### src/rtl/sipo_dbuf.sv
// sipo_dbuf -- double-buffered serial-in / parallel-out collector for the
// PE array Y operand path.
//
// Samples are gathered into a fill register, lane 0 first. A completed frame
// (LANES samples, or fewer when closed early with s_in_last) moves to the
// output bank. The PE array drains the bank with p_out_v / p_out_rdy. If the
// bank is still occupied when a frame completes, the frame stays parked in
// the fill register and ff is set. Input is then stalled until the bank
// drains.
//
// Build option:
//   SIPO_DBUF_ROTATE_EN  defined   -> shift_v rotates the held frame
//                                     (top lane receives old lane 0)
//                        undefined -> shift_v zero-fills the top lane
//
// Ports:
//   clk        rising-edge clock
//   rst        synchronous active-high reset
//   ce         clock enable; all state holds when low
//   s_in_v     input sample valid
//   s_in_rdy   block can accept a sample
//   s_in       input sample (DW bits, packed complex)
//   s_in_last  accepted sample closes the frame early
//   shift_v    shift the held output frame down one lane
//   p_out_v    output bank holds a frame
//   p_out_rdy  consumer takes the frame
//   p_out      output bank; lane k = p_out[k*DW +: DW]
//   fill_cnt   lanes written in the current fill frame

module sipo_dbuf #(
    parameter int DW    = 32,
    parameter int LANES = 8,
    parameter int CW    = $clog2(LANES + 1)
) (
    input  logic                clk,
    input  logic                rst,
    input  logic                ce,
    input  logic                s_in_v,
    output logic                s_in_rdy,
    input  logic [DW-1:0]       s_in,
    input  logic                s_in_last,
    input  logic                shift_v,
    output logic                p_out_v,
    input  logic                p_out_rdy,
    output logic [LANES*DW-1:0] p_out,
    output logic [CW-1:0]       fill_cnt
);

    logic [LANES*DW-1:0] fill_reg;
    logic [LANES*DW-1:0] bank;
    logic [LANES*DW-1:0] new_frame;
    logic [LANES*DW-1:0] shifted;
    logic                ff;
    logic                acc;
    logic                drain;
    logic                complete;

    // Registered state only (plus rst): p_out_rdy reaches s_in_rdy via ff.
    assign s_in_rdy = !ff && !rst;
    assign acc      = s_in_v && s_in_rdy;
    assign drain    = p_out_v && p_out_rdy;
    assign complete = acc && (s_in_last || (fill_cnt == CW'(LANES - 1)));
    assign p_out    = bank;

    // Fill contents with the incoming sample dropped into lane fill_cnt.
    // Unwritten lanes are already zero because the fill register clears on
    // every completion.
    always_comb begin
        new_frame = fill_reg;
        for (int k = 0; k < LANES; k++) begin
            if (fill_cnt == CW'(k)) begin
                new_frame[k*DW +: DW] = s_in;
            end
        end
    end

`ifdef SIPO_DBUF_ROTATE_EN
    assign shifted = {bank[DW-1:0], bank[LANES*DW-1:DW]};
`else
    assign shifted = {{DW{1'b0}}, bank[LANES*DW-1:DW]};
`endif

    always_ff @(posedge clk) begin
        if (rst) begin
            fill_reg <= '0;
            bank     <= '0;
            fill_cnt <= '0;
            ff       <= 1'b0;
            p_out_v  <= 1'b0;
        end else if (ce) begin
            if (drain) begin
                // Drain has priority over shift; the shift is dropped.
                if (ff) begin
                    // Parked frame replaces the drained one; no accept is
                    // possible this cycle because s_in_rdy is low.
                    bank     <= fill_reg;
                    fill_reg <= '0;
                    ff       <= 1'b0;
                end else if (complete) begin
                    bank     <= new_frame;
                    fill_reg <= '0;
                    fill_cnt <= '0;
                end else begin
                    p_out_v <= 1'b0;
                    if (acc) begin
                        fill_reg <= new_frame;
                        fill_cnt <= fill_cnt + CW'(1);
                    end
                end
            end else begin
                if (p_out_v && shift_v) begin
                    bank <= shifted;
                end
                if (complete) begin
                    fill_cnt <= '0;
                    if (!p_out_v) begin
                        bank     <= new_frame;
                        p_out_v  <= 1'b1;
                        fill_reg <= '0;
                    end else begin
                        fill_reg <= new_frame;
                        ff       <= 1'b1;
                    end
                end else if (acc) begin
                    fill_reg <= new_frame;
                    fill_cnt <= fill_cnt + CW'(1);
                end
            end
        end
    end

endmodule

### config.mk
export PLATFORM = sky130hd
export DESIGN_NAME = sipo_dbuf
export DESIGN_NICKNAME = d
export VERILOG_FILES = /design/src/rtl/sipo_dbuf.sv
export SDC_FILE = /design/constraint.sdc
export NUM_CORES = 2
export LEC_CHECK = 0
export CAP_MARGIN = 20
export CORE_ASPECT_RATIO = 1.4
export CORE_UTILIZATION = 45
export DETAILED_ROUTE_END_ITERATION = 10
export PLACE_DENSITY_LB_ADDON = 0.08
export SYNTH_ARGS = -nofsm -noshare
export SYNTH_HDL_FRONTEND = slang
export SYNTH_SLANG_ARGS = --single-unit
### constraint.sdc
create_clock -name clk -period 6.6 [get_ports clk]
set_input_delay 1.32 -clock clk [delete_from_list [all_inputs] [get_ports clk]]
set_output_delay 1.32 -clock clk [all_outputs]
set_load 0.02 [all_outputs]
# After elaboration in Yosys (flattened, before gate mapping)
# Cells that the tools add are included.
dict set report classes {
  n_mux 31
  eq_ne 10
  addsub 1
  n_reduce_logical 15
}
# operator count
set ops {}
lappend ops {{$mux W256} 12}
lappend ops {{$mux W32} 8}
lappend ops {{$eq A4 B3 Y1 const B} 4}
lappend ops {{$mux W4} 4}
lappend ops {{$eq A4 B2 Y1 const B} 2}
lappend ops {{$mux W1} 7}
lappend ops {{$logic_and A1 B1 Y1} 5}
lappend ops {{$add A4 B1 Y4 const B} 1}
lappend ops {{$eq A4 B1 Y1 const B} 1}
lappend ops {{$logic_not A4 Y1} 1}
lappend ops {{$ne A2 B2 Y1 const B} 2}
lappend ops {{$reduce_and A2 Y1} 2}
lappend ops {{$reduce_and A4 Y1} 1}
lappend ops {{$reduce_bool A2 Y1} 2}
lappend ops {{$ne A3 B2 Y1 const B} 1}
lappend ops {{$reduce_and A3 Y1} 1}
lappend ops {{$logic_not A1 Y1} 2}
lappend ops {{$logic_or A1 B1 Y1} 1}
dict set report totals {
  register_bits 518
  elab_cells 62
  out_inout_bits 262
}

# Longest topological paths before layout
dict set report logic_depth {
  depth_word 7
  mapped_depth 10
  mapped_depth_nobuf 7
}

# Worst setup path before layout
# No wires, ideal clock.
dict set report synth_path {
  path_kind {input-to-output}
  start {input port rst}
  end {output port s_in_rdy}
  arrival_ns 2.243
  slack_ns 3.037
  cell_stages 4
  path_cell_list {buf_2 > clkbuf_1 > clkbuf_1 > nor2_1}
}
dict set report synth_between {
  elab_chain_cells 2
}
# item line
set synth_rtl {}
lappend synth_rtl {{start: declaration} 36} ;# input logic rst,
lappend synth_rtl {{$logic_not A1 Y1} 59} ;# assign s_in_rdy = !ff && !rst;
lappend synth_rtl {{$logic_and A1 B1 Y1} 59}
lappend synth_rtl {{end: declaration} 39} ;# output logic s_in_rdy,
# Every way passes these cells.

# Worst setup path after layout
dict set report layout_path {
  start {input port p_out_rdy}
  end {register fill_reg[180]}
}
dict set report layout_between {
  elab_chain_cells 2
}
# item line
set layout_rtl {}
lappend layout_rtl {{start: declaration} 44} ;# input logic p_out_rdy,
lappend layout_rtl {{$logic_and A1 B1 Y1} 61} ;# assign drain = p_out_v && p_out_rdy;
lappend layout_rtl {{$mux W256} 91} ;# if (drain) begin
lappend layout_rtl {{end signal: assignment} 106} ;# fill_reg <= new_frame;
lappend layout_rtl {{end signal: assignment} 121} ;# fill_reg <= new_frame;
lappend layout_rtl {{end signal: assignment} 125} ;# fill_reg <= new_frame;
lappend layout_rtl {{end: declaration} 49} ;# logic [LANES*DW-1:0] fill_reg;
# Every way passes these cells.
# A chain may end at the register's enable or synchronous reset.

==> impl_metrics.yaml <==
status:
  status: "finished, final reports clean"
worst_hold_path:
  min_from: "fill_reg[185]$_SDFFE_PP0P_"
  hold_path.class: "reg -> reg"
placed_design:
  numPortBuffers: 300
  gp_congestion: 0.8840
  dpl.hpwl_mm: 78.62
  placed_cell_area_mm2: 0.03090
timing:
  fin_worst_skew_ns: 0.02455
  rsz0062_at_grt: "false"
  setup_tns_ns: 0
  post-route-period-util: 0.6683
  min_period_ns: 4.411
  max_freq_ghz: 0.2267
  hold_viol_final: 0
  max_slew_margin: 0.1958
  setup_viol: 0
  worstMarginPinSlew_ns: 1.206
  finalMaxSlewViolations: 0
worst_setup_path:
  cp_cell_sequence: "clkdlybuf4s50_1 > and3_4 > buf_4 > a21oi_1 > o21ai_4 > o21ai_0"
  crit_slowest_cell: "clkdlybuf4s50_1"
  cp_max_fo: 74
  startpoint_type: "input port"
  cp_num_buf_inv: 2
  cp.arrival_ns: 4.86
  critical_path_class: "in -> reg"
  reg2reg_from: "fill_cnt[2]$_SDFFE_PP0P_"
  worstPathRequired_ns: 7.05
  crit_family: "buffers and inverters"
  cpPeakStageDelay_ns: 0.82
  end_kind: "register"
  cp-startpoint: "p_out_rdy"
final_layout:
  mostFrequentLayoutCells: "nand2_1, dfxtp_1, nor2_1"
  design_area_mm2: 0.03258
  multi_input_area_mm2: 0.01541
  diodes: 0
  area_growth_pct: 17.71
  layout_commonest_cell: "nand2_1"
  regArea_mm2: 0.01037
  fin_nets: 3741
  drive_gt1_frac: 0.05670
  fillers: 5835
logic_synthesis:
  synth_warnings: 0
  syn_nets: 3690
  synth_top_cell_by_area: "dfxtp_1"
  ys_seq_elements: 518
  postSynth.asyncResetShare: 0
  syn_area_per_cell_um2: 7.590
  synthSimpleGateAreaFrac: 0.2316
  muxShareOfSynthArea: 0.03801
  post_synth_num_cell_types: 69
  synthAdderAreaFrac: 0.001808
  netlist_area_mm2: 0.02768
  synth-compound-area-share: 0.2787
  synth_edf_count: 0
  synth.area.top_cells: "dfxtp_1, nand2_1, a32o_1"
  synth_top_family_by_area: "compound AO/OA/AOI/OAI gates"
  post-synth-top-area-fraction: 0.3746
  synthFlopType: "dfxtp_1"
  seq_area_frac_synth: 0.3746
  syn_inst: 3647
  synth_xor_area_frac: 0
floorplan:
  start_util: 0.4554
  fp.dieArea_mm2: 0.06252
  die_w_um: 211.6
  ios: 301
  floorplan.core_area_mm2: 0.06078
  chipHeight_um: 295.5
  num_rows: 107
route:
  drcViolationCount: 0
  post_drt_via_cell_ratio: 6.642
  wl_met2_mm: 56.94
  top_layer: "met5"
  wl_met3_mm: 11.66
  post_drt_wl_per_cell_um: 28.03
  drt-met1-wl_mm: 47.80
  vias: 30260
  wirelength_mm: 127.7
  ant_nets: 0
  drtIter0Drc: 3546
  drt_pass1_iterations: 6
pwr:
  p_per_area_mw_per_mm2: 224.9
  power_leakage_nw: 10.99
  ir_drop_mv: 0.1954
global_route:
  grt_antenna_before_repair: 1
  grt_pass1_wl_mm: 185.3
  grt_max_degree: 168
  grt_pass1_vias: 28020
  grt_use_total: 0.3953
  grt-ovfl-total: 0
clock_network:
  ctsLongestPathBuffers: 3
  cts_tree: "done"
  postCtsHoldBufs: 0
  cts_resized: 0
  insertion_delay_ns: 0.63
  clkTransAtPathRegs_ns: 0.06
  cts_setup_buffers: 0
  htree_levels: 2
  cts_root_buffer: "clkbuf_16"
  numClockSinks: 518
  cts_buffers: 53
flow_run:
  cap_violations: 0
-- synth_stat cells (28+ instances only) --
cell	count
mux2i_1	104
nand2_1	582
a221oi_1	91
o21ai_0	187
a22o_1	42
nor3_1	144
clkbuf_1	248
a21oi_1	245
a32oi_1	42
dfxtp_1	518
a32o_1	158
nor2b_1	105
nand3_1	207
nor2_1	375
o221ai_1	65
o211ai_1	75
o22a_1	28
buf_2	94
inv_1	118
-- final timing paths --
path | to | slack, ns | cells past startpoint
worst max-delay path | fill_reg[180]$_SDFFE_PP0P_ | 2.19 | 6
worst min-delay path | fill_reg[185]$_SDFFE_PP0P_ | 0.49 | 2
worst max register to register | p_out[109]$_SDFFE_PP0P_ | 2.34 | 7
worst min register to register | fill_reg[185]$_SDFFE_PP0P_ | 0.49 | 2
-- where the power goes --
group,leakage (nW),switching [mW],internal (mW)
clock,0.830,1.34,1.69
combinational,5.96,0.623,0.338
sequential,4.20,0.130,3.21
total,11.0,2.10,5.23
-- layout make-up --
type                            instances  share of cell area
Tap cell                              817             0.03137
Clock buffer                           86             0.04919
Sequential cell                       518              0.3183
Inverter                              119             0.01375
Multi-Input combinational cell       2627              0.4731
Timing Repair Buffer                  379              0.1119
Clock inverter                         10            0.002419
-- stage by stage --
| stage | util | hold WS [ns] | cells | power, mW | setup slack, ns |
|---|---|---|---|---|---|
| global placement | 0.5082 | 0.4731 | 4459 | 4.322 | 1.727 |
| detailed placement | 0.5084 | 0.4808 | 4460 | 4.338 | 1.711 |
| floorplan | - | 0.4591 | 3647 | 3.878 | 3.037 |
| CTS | 0.5361 | 0.4947 | 4556 | 7.322 | 2.325 |
| finish | 0.5361 | 0.4936 | 4556 | 7.329 | 2.189 |
| global route | 0.5361 | 0.5069 | 4556 | 7.515 | 2.043 |
-- logic make-up (layout without fill, tap and decap cells) --
logic type	count (synthesis)	count (layout)
buffers and inverters	502	594
adders and majority gates	4	4
and+or+nand+nor	1461	1461
muxes	105	105
AOI/OAI and AO/OA	1057	1057
DFF	518	518
-- tightest hold or removal path, delay by kind of cell (launching register included) --
kind            cells  cell delay, ns
compound gates      1            0.07
buf+inv             1            0.06
flops               1            0.31
-- metal layers --
| metal | vias up | global-route usage |
|---|---|---|
| li1 | 13240 | - |
| met1 | 14700 | 0.4789 |
| met2 | 1895 | 0.6155 |
| met3 | 428 | 0.07202 |
| met4 | 2 | 0.3148 |
| met5 | - | 0 |
Power figures use the tool's default switching activity.
